## src/rtl/perf_event_counter_bank.sv

```systemverilog
// perf_event_counter_bank
// Performance-counter bank that sits beside the processor pipeline. It
// counts cycles plus NUM_EVENTS single-bit event strobes while running,
// freezes on halt, and exposes every counter through a registered
// select/read port with one cycle of latency.
//
// Ports:
//   clk       system clock
//   rst       asynchronous active-high reset
//   enable    counting permitted while high (IDLE <-> RUN)
//   clear     synchronous clear of counters and overflow flags, forces IDLE
//   halt      processor halt strobe (RUN -> HALTED)
//   event_in  per-channel event strobes, channel i counts event_in[i]
//   rd_req    read request
//   rd_sel    0 = cycle counter, k = event channel k-1
//   rd_valid  rd_data / rd_err valid this cycle
//   rd_data   selected counter value (pre-increment at the request edge)
//   rd_err    rd_sel was out of range
//   ovf       sticky overflow flags, bit 0 = cycle, bit k = channel k-1
//   state     00 IDLE, 01 RUN, 10 HALTED
//   halted    state == HALTED
module perf_event_counter_bank #(
  parameter int NUM_EVENTS = 5,
  parameter int CNT_WIDTH  = 32,
  parameter int SEL_WIDTH  = 3,
  parameter int SATURATE   = 1
) (
  input  logic                  clk,
  input  logic                  rst,
  input  logic                  enable,
  input  logic                  clear,
  input  logic                  halt,
  input  logic [NUM_EVENTS-1:0] event_in,
  input  logic                  rd_req,
  input  logic [SEL_WIDTH-1:0]  rd_sel,
  output logic                  rd_valid,
  output logic [CNT_WIDTH-1:0]  rd_data,
  output logic                  rd_err,
  output logic [NUM_EVENTS:0]   ovf,
  output logic [1:0]            state,
  output logic                  halted
);

  localparam logic [1:0] IDLE   = 2'b00;
  localparam logic [1:0] RUN    = 2'b01;
  localparam logic [1:0] HALTED = 2'b10;

  localparam logic [CNT_WIDTH-1:0] CNT_ZERO = {CNT_WIDTH{1'b0}};
  localparam logic [CNT_WIDTH-1:0] CNT_ONE  = CNT_WIDTH'(1);
  localparam logic [CNT_WIDTH-1:0] CNT_MAX  = {CNT_WIDTH{1'b1}};
  localparam logic [SEL_WIDTH-1:0] MAX_SEL  = SEL_WIDTH'(NUM_EVENTS);

  logic [1:0]           next_state;
  logic                 counting;
  logic [NUM_EVENTS:0]  inc;
  logic [CNT_WIDTH-1:0] cnt [NUM_EVENTS+1];
  logic [CNT_WIDTH-1:0] sel_value;

  // Index 0 is the cycle counter, which increments on every counting edge.
  assign inc      = {event_in, 1'b1};
  // The halt edge and the RUN->IDLE edge still count because state is RUN there.
  assign counting = (state == RUN) && !clear;

  // Next-state logic; clear overrides every other transition.
  always_comb begin
    next_state = state;
    if (clear) begin
      next_state = IDLE;
    end else begin
      case (state)
        IDLE:    next_state = enable ? RUN : IDLE;
        RUN: begin
          if (halt) begin
            next_state = HALTED;
          end else if (!enable) begin
            next_state = IDLE;
          end else begin
            next_state = RUN;
          end
        end
        HALTED:  next_state = HALTED;
        default: next_state = IDLE;
      endcase
    end
  end

  // State register with a registered halted flag that tracks the state.
  always_ff @(posedge clk or posedge rst) begin
    if (rst) begin
      state  <= IDLE;
      halted <= 1'b0;
    end else begin
      state  <= next_state;
      halted <= (next_state == HALTED);
    end
  end

  // Counters and sticky overflow flags; wrap or saturate on overflow.
  always_ff @(posedge clk or posedge rst) begin
    if (rst) begin
      for (int k = 0; k <= NUM_EVENTS; k++) begin
        cnt[k] <= CNT_ZERO;
      end
      ovf <= {(NUM_EVENTS+1){1'b0}};
    end else if (clear) begin
      for (int k = 0; k <= NUM_EVENTS; k++) begin
        cnt[k] <= CNT_ZERO;
      end
      ovf <= {(NUM_EVENTS+1){1'b0}};
    end else if (counting) begin
      for (int k = 0; k <= NUM_EVENTS; k++) begin
        if (inc[k]) begin
          if (cnt[k] == CNT_MAX) begin
            ovf[k] <= 1'b1;
            cnt[k] <= (SATURATE != 0) ? CNT_MAX : CNT_ZERO;
          end else begin
            cnt[k] <= cnt[k] + CNT_ONE;
          end
        end
      end
    end
  end

  // Read-port mux over the current (pre-increment) counter values.
  always_comb begin
    sel_value = CNT_ZERO;
    for (int k = 0; k <= NUM_EVENTS; k++) begin
      sel_value = (rd_sel == SEL_WIDTH'(k)) ? cnt[k] : sel_value;
    end
  end

  // Registered read response; rd_data holds between requests.
  always_ff @(posedge clk or posedge rst) begin
    if (rst) begin
      rd_valid <= 1'b0;
      rd_data  <= CNT_ZERO;
      rd_err   <= 1'b0;
    end else begin
      rd_valid <= rd_req;
      if (rd_req) begin
        if (rd_sel > MAX_SEL) begin
          rd_data <= CNT_ZERO;
          rd_err  <= 1'b1;
        end else begin
          rd_data <= sel_value;
          rd_err  <= 1'b0;
        end
      end else begin
        rd_err <= 1'b0;
      end
    end
  end

endmodule

```

## config.mk

```make
export PLATFORM = sky130hd
export DESIGN_NAME = perf_event_counter_bank
export DESIGN_NICKNAME = d
export VERILOG_FILES = /design/src/rtl/perf_event_counter_bank.sv
export SDC_FILE = /design/constraint.sdc
export NUM_CORES = 1
export LEC_CHECK = 0
export CORE_MARGIN = 3
export CORE_UTILIZATION = 55
export DETAILED_ROUTE_END_ITERATION = 10
export PLACE_DENSITY = 0.8
export SLEW_MARGIN = 40
export SYNTH_ARGS = -nofsm -noshare
export SYNTH_HDL_FRONTEND = slang
export SYNTH_SLANG_ARGS = --single-unit
```

## constraint.sdc

```tcl
create_clock -name clk -period 7.6 [get_ports clk]
set_clock_uncertainty 0.2 [all_clocks]
set_input_delay 1.14 -clock clk [delete_from_list [all_inputs] [get_ports clk]]
set_output_delay 1.14 -clock clk [all_outputs]
set_load 0.02 [all_outputs]
```

==> summary.md <==
| Metric | Value |
|---|---|
| Status | complete, no violations |
| First-pass GRT wire length | about 56,000 um |
| Post-synthesis async set-or-reset flop share | 100% |
| Fill cells | 1,842 |
| Synth cell types | between 50 and 60 |
| Die ar. | 25,300 sq um |
| Peak VDD IR | ~160 uV |
| Setup tns final | 0 ns |
| Post-CTS sizing | 0 |
| WP buf/inv | 1 |
| Power density over the cells | between 150 and 200 nW/um^2 |
| Routed length per instance | roughly 20 um |
| Post-Syn Nets | 1,422 |
| DP Area | 13,600 sq um |
| Final Wtd Congestion | a little over 0.9 |
| CTS root buffer | clkbuf_16 |
| DRT Wirelength | 34,200 um |
| Worst path depth | 1 |
| Headroom to the max-slew limit | 46.9% |
| Final ANT Viol Nets | 0 |
| Initial antenna violation count | 0 |
| Final Critical Period | 3.36 ns |
| Routed via count | 11,000 |
| Post-Syn Instances | ~1,400 |
| Initial drt markers | 1,066 |
| Fin util | 63.7% |
| Number of buffers created by CTS | 26 |
| Layout Cells excl Fill | 1,739 |
| WP data arrival | 2.02 ns |
| DRC errors left | 0 |
| WS Path Type | reg -> out |
| Die W | 159 um |
| CTS Sinks | 235 |
| Largest net degree at the start of global routing | 153 |
| Worst-path cell chain | clkdlybuf4s50_1 |
| RSZ-0062 raised after global routing | false |
| Synth top area cells | dfrtp_1 46%, o21ai_0 7.2%, xnor2_1 6.0%, xor2_1 4.8%, nand4_1 3.9% |
| Die Ht | 159 um |
| Final setup violation count | 0 |
| HP Class | reg -> reg |
| CTS Hold Bufs | 0 |
| Worst-Margin Slew | about 0.8 ns |
| Vias in the first global route | between 10,000 and 15,000 |
| Synth Warn # | 0 |
| Antenna cells | 0 |
| Congestion Overflow GR | 0 |
| Layout net count | roughly 1,400 |
| Via/cell ratio | 6.35 |
| CTS tree | done |
| Avg Inst Size Synth | between 9 and 10 sq um |
| Worst hold path depth | 1 |
| Leak Pwr | between 5 and 6 nW |
| DR pass1 iterations | 8 |
| Top FF cell, synth | dfrtp_1 |
| FF+latch count, synth | roughly 240 |
| Fin. Hold Viols | 0 |
| Cell depth of the worst flop-to-flop path | 5 |
| Hpwl dp | 23,400 um |
| Crit path max fanout | 16 |
| Port bufs | 56 |
| Post-CTS Setup Bufs | 0 |
| Share of layout cells above drive strength 1 | 7.57% |
| Final period util | between 40 and 50% |
| Peak Freq | 298 MHz |
| GR Util All Layers | 26.5% |
| Post-synth EDFFs | 0 |
| Initial Util | 56.3% |
| Mapped cell area | 12,900 sq um |
| H-tree levels | 1 |
| Bufs on Longest Clock Path | 3 |
| Delay of the slowest critical-path stage | 0.75 ns |
| Slowest cell on crit path | dfrtp_1 |
| Total Power | 2.71 mW |
| I/O pins | 57 |
| Skew-Pair Late Insertion Delay | 0.53 ns |
| Cell taking the most area after synthesis | dfrtp_1 |
| Rows | 55 |
| Worst setup EP type | output port |
| Top delay family on crit path | flip-flops |
| Dpl cells | 1,690 |
| Critical Path Source Type | register |
| Core ar. | 22,800 sq um |
| Share of the synthesized area in the top cell type | 45.7% |
| Max-slew violations | 0 |
| Area grow syn2layout | 13.1% |
| Maxcap violations | 0 |
| Clock transition at the registers of the reported paths | 0.06 ns |
| Critical Path RT | 6.26 ns |
| Cell area after layout | 14,600 sq um |
| Sequential-to-total area share from yosys stat | 45.7% |
-- logic make-up after synthesis --
logic type	Yosys count	synth area share, %
buffers and inverters	159	4.84
adder cells (fa/ha/maj)	6	0.583
XOR/XNOR	159	10.8
AND/OR/NAND/NOR	498	21.1
flip-flops	235	45.7
multiplexers	12	1.03
AO/OA/AOI/OAI	333	15.9
-- flip-flops by register name, summed over array words and instances, names as in the netlist --
name      flops
rd_err        1
rd_valid      1
cnt         192
halted        1
state         2
ovf           6
rd_data      32
-- worst paths after layout --
check / end / startpoint / slack [ns]
max: state[1] / state[1] / 4.24
min reg2reg: cnt[124] / cnt[124] / 0.32
min: cnt[124] / cnt[124] / 0.32
min in group asynchronous: cnt[61] / rst / 0.82
max reg2reg: cnt[182] / state[0] / 4.51
max in group asynchronous: cnt[110] / rst / 5.20
-- placed cells by master, fill, tap and decap left out, types with 5 or more instances in the layout --
| cell type | n |
|---|---|
| and3_1 | 36 |
| nor2_1 | 52 |
| nand4_1 | 81 |
| o211ai_1 | 31 |
| clkdlybuf4s50_1 | 55 |
| o21ai_0 | 185 |
| o21ai_2 | 19 |
| ha_1 | 6 |
| mux2i_1 | 11 |
| xnor2_1 | 88 |
| a31oi_1 | 5 |
| and4_1 | 21 |
| xor2_1 | 71 |
| clkbuf_16 | 27 |
| clkinv_2 | 7 |
| nor2b_1 | 6 |
| nor4_1 | 26 |
| a21oi_1 | 7 |
| clkbuf_8 | 7 |
| a211oi_1 | 7 |
| and4b_1 | 7 |
| nand2_1 | 103 |
| buf_4 | 14 |
| a22oi_1 | 62 |
| dfrtp_1 | 235 |
| nand3_1 | 68 |
| nor3_1 | 51 |
| inv_1 | 61 |
-- synth_stat cells, drive strengths merged (5+ instances only) --
| master | number |
|---|---|
| nand4 | 82 |
| or3 | 6 |
| o211ai | 31 |
| a211oi | 7 |
| xor2 | 71 |
| a22oi | 62 |
| and4b | 7 |
| clkbuf | 90 |
| and3 | 36 |
| o21ai | 206 |
| mux2i | 11 |
| nor2b | 6 |
| nand2 | 104 |
| a31oi | 5 |
| ha | 6 |
| buf | 7 |
| nor3 | 55 |
| a21oi | 7 |
| nor4 | 28 |
| nor3b | 5 |
| dfrtp | 235 |
| xnor2 | 88 |
| and4 | 21 |
| inv | 62 |
| nand3 | 69 |
| nor2 | 52 |
-- metal layers --
layer	wire, um	global-route usage [%]	up-vias
met4	1350	9.79	0
li1	-	-	5083
met3	2460	3.23	91
met5	0	0	-
met1	15000	38.8	5356
met2	15400	41.1	517
-- metrics by stage --
| step | hold WS, ns | worst slack (ns) |
|---|---|---|
| 5_1_grt | 0.335 | 4.02 |
| 2_1_floorplan | 0.263 | 3.18 |
| 3_3_place_gp | 0.295 | 3.71 |
| 3_5_place_dp | 0.299 | 3.70 |
| 4_1_cts | 0.313 | 4.25 |
| 6_report | 0.315 | 4.24 |
-- where the power goes --
group	internal, mW	switching [mW]
Sequential	1.26	0.0124
Clock	0.783	0.512
Combinational	0.0438	0.0964
-- layout make-up --
type	instances	area (sq um)	share of cell area [%]
sequential	235	5880	40.4
timing repair buffer	73	742	5.10
multi-input combinational	1008	6410	44.1
inverter	62	236	1.62
clock inverter	10	103	0.705
clock buffer	38	787	5.41
tap	313	392	2.69
(Power assumes the default switching activity.)
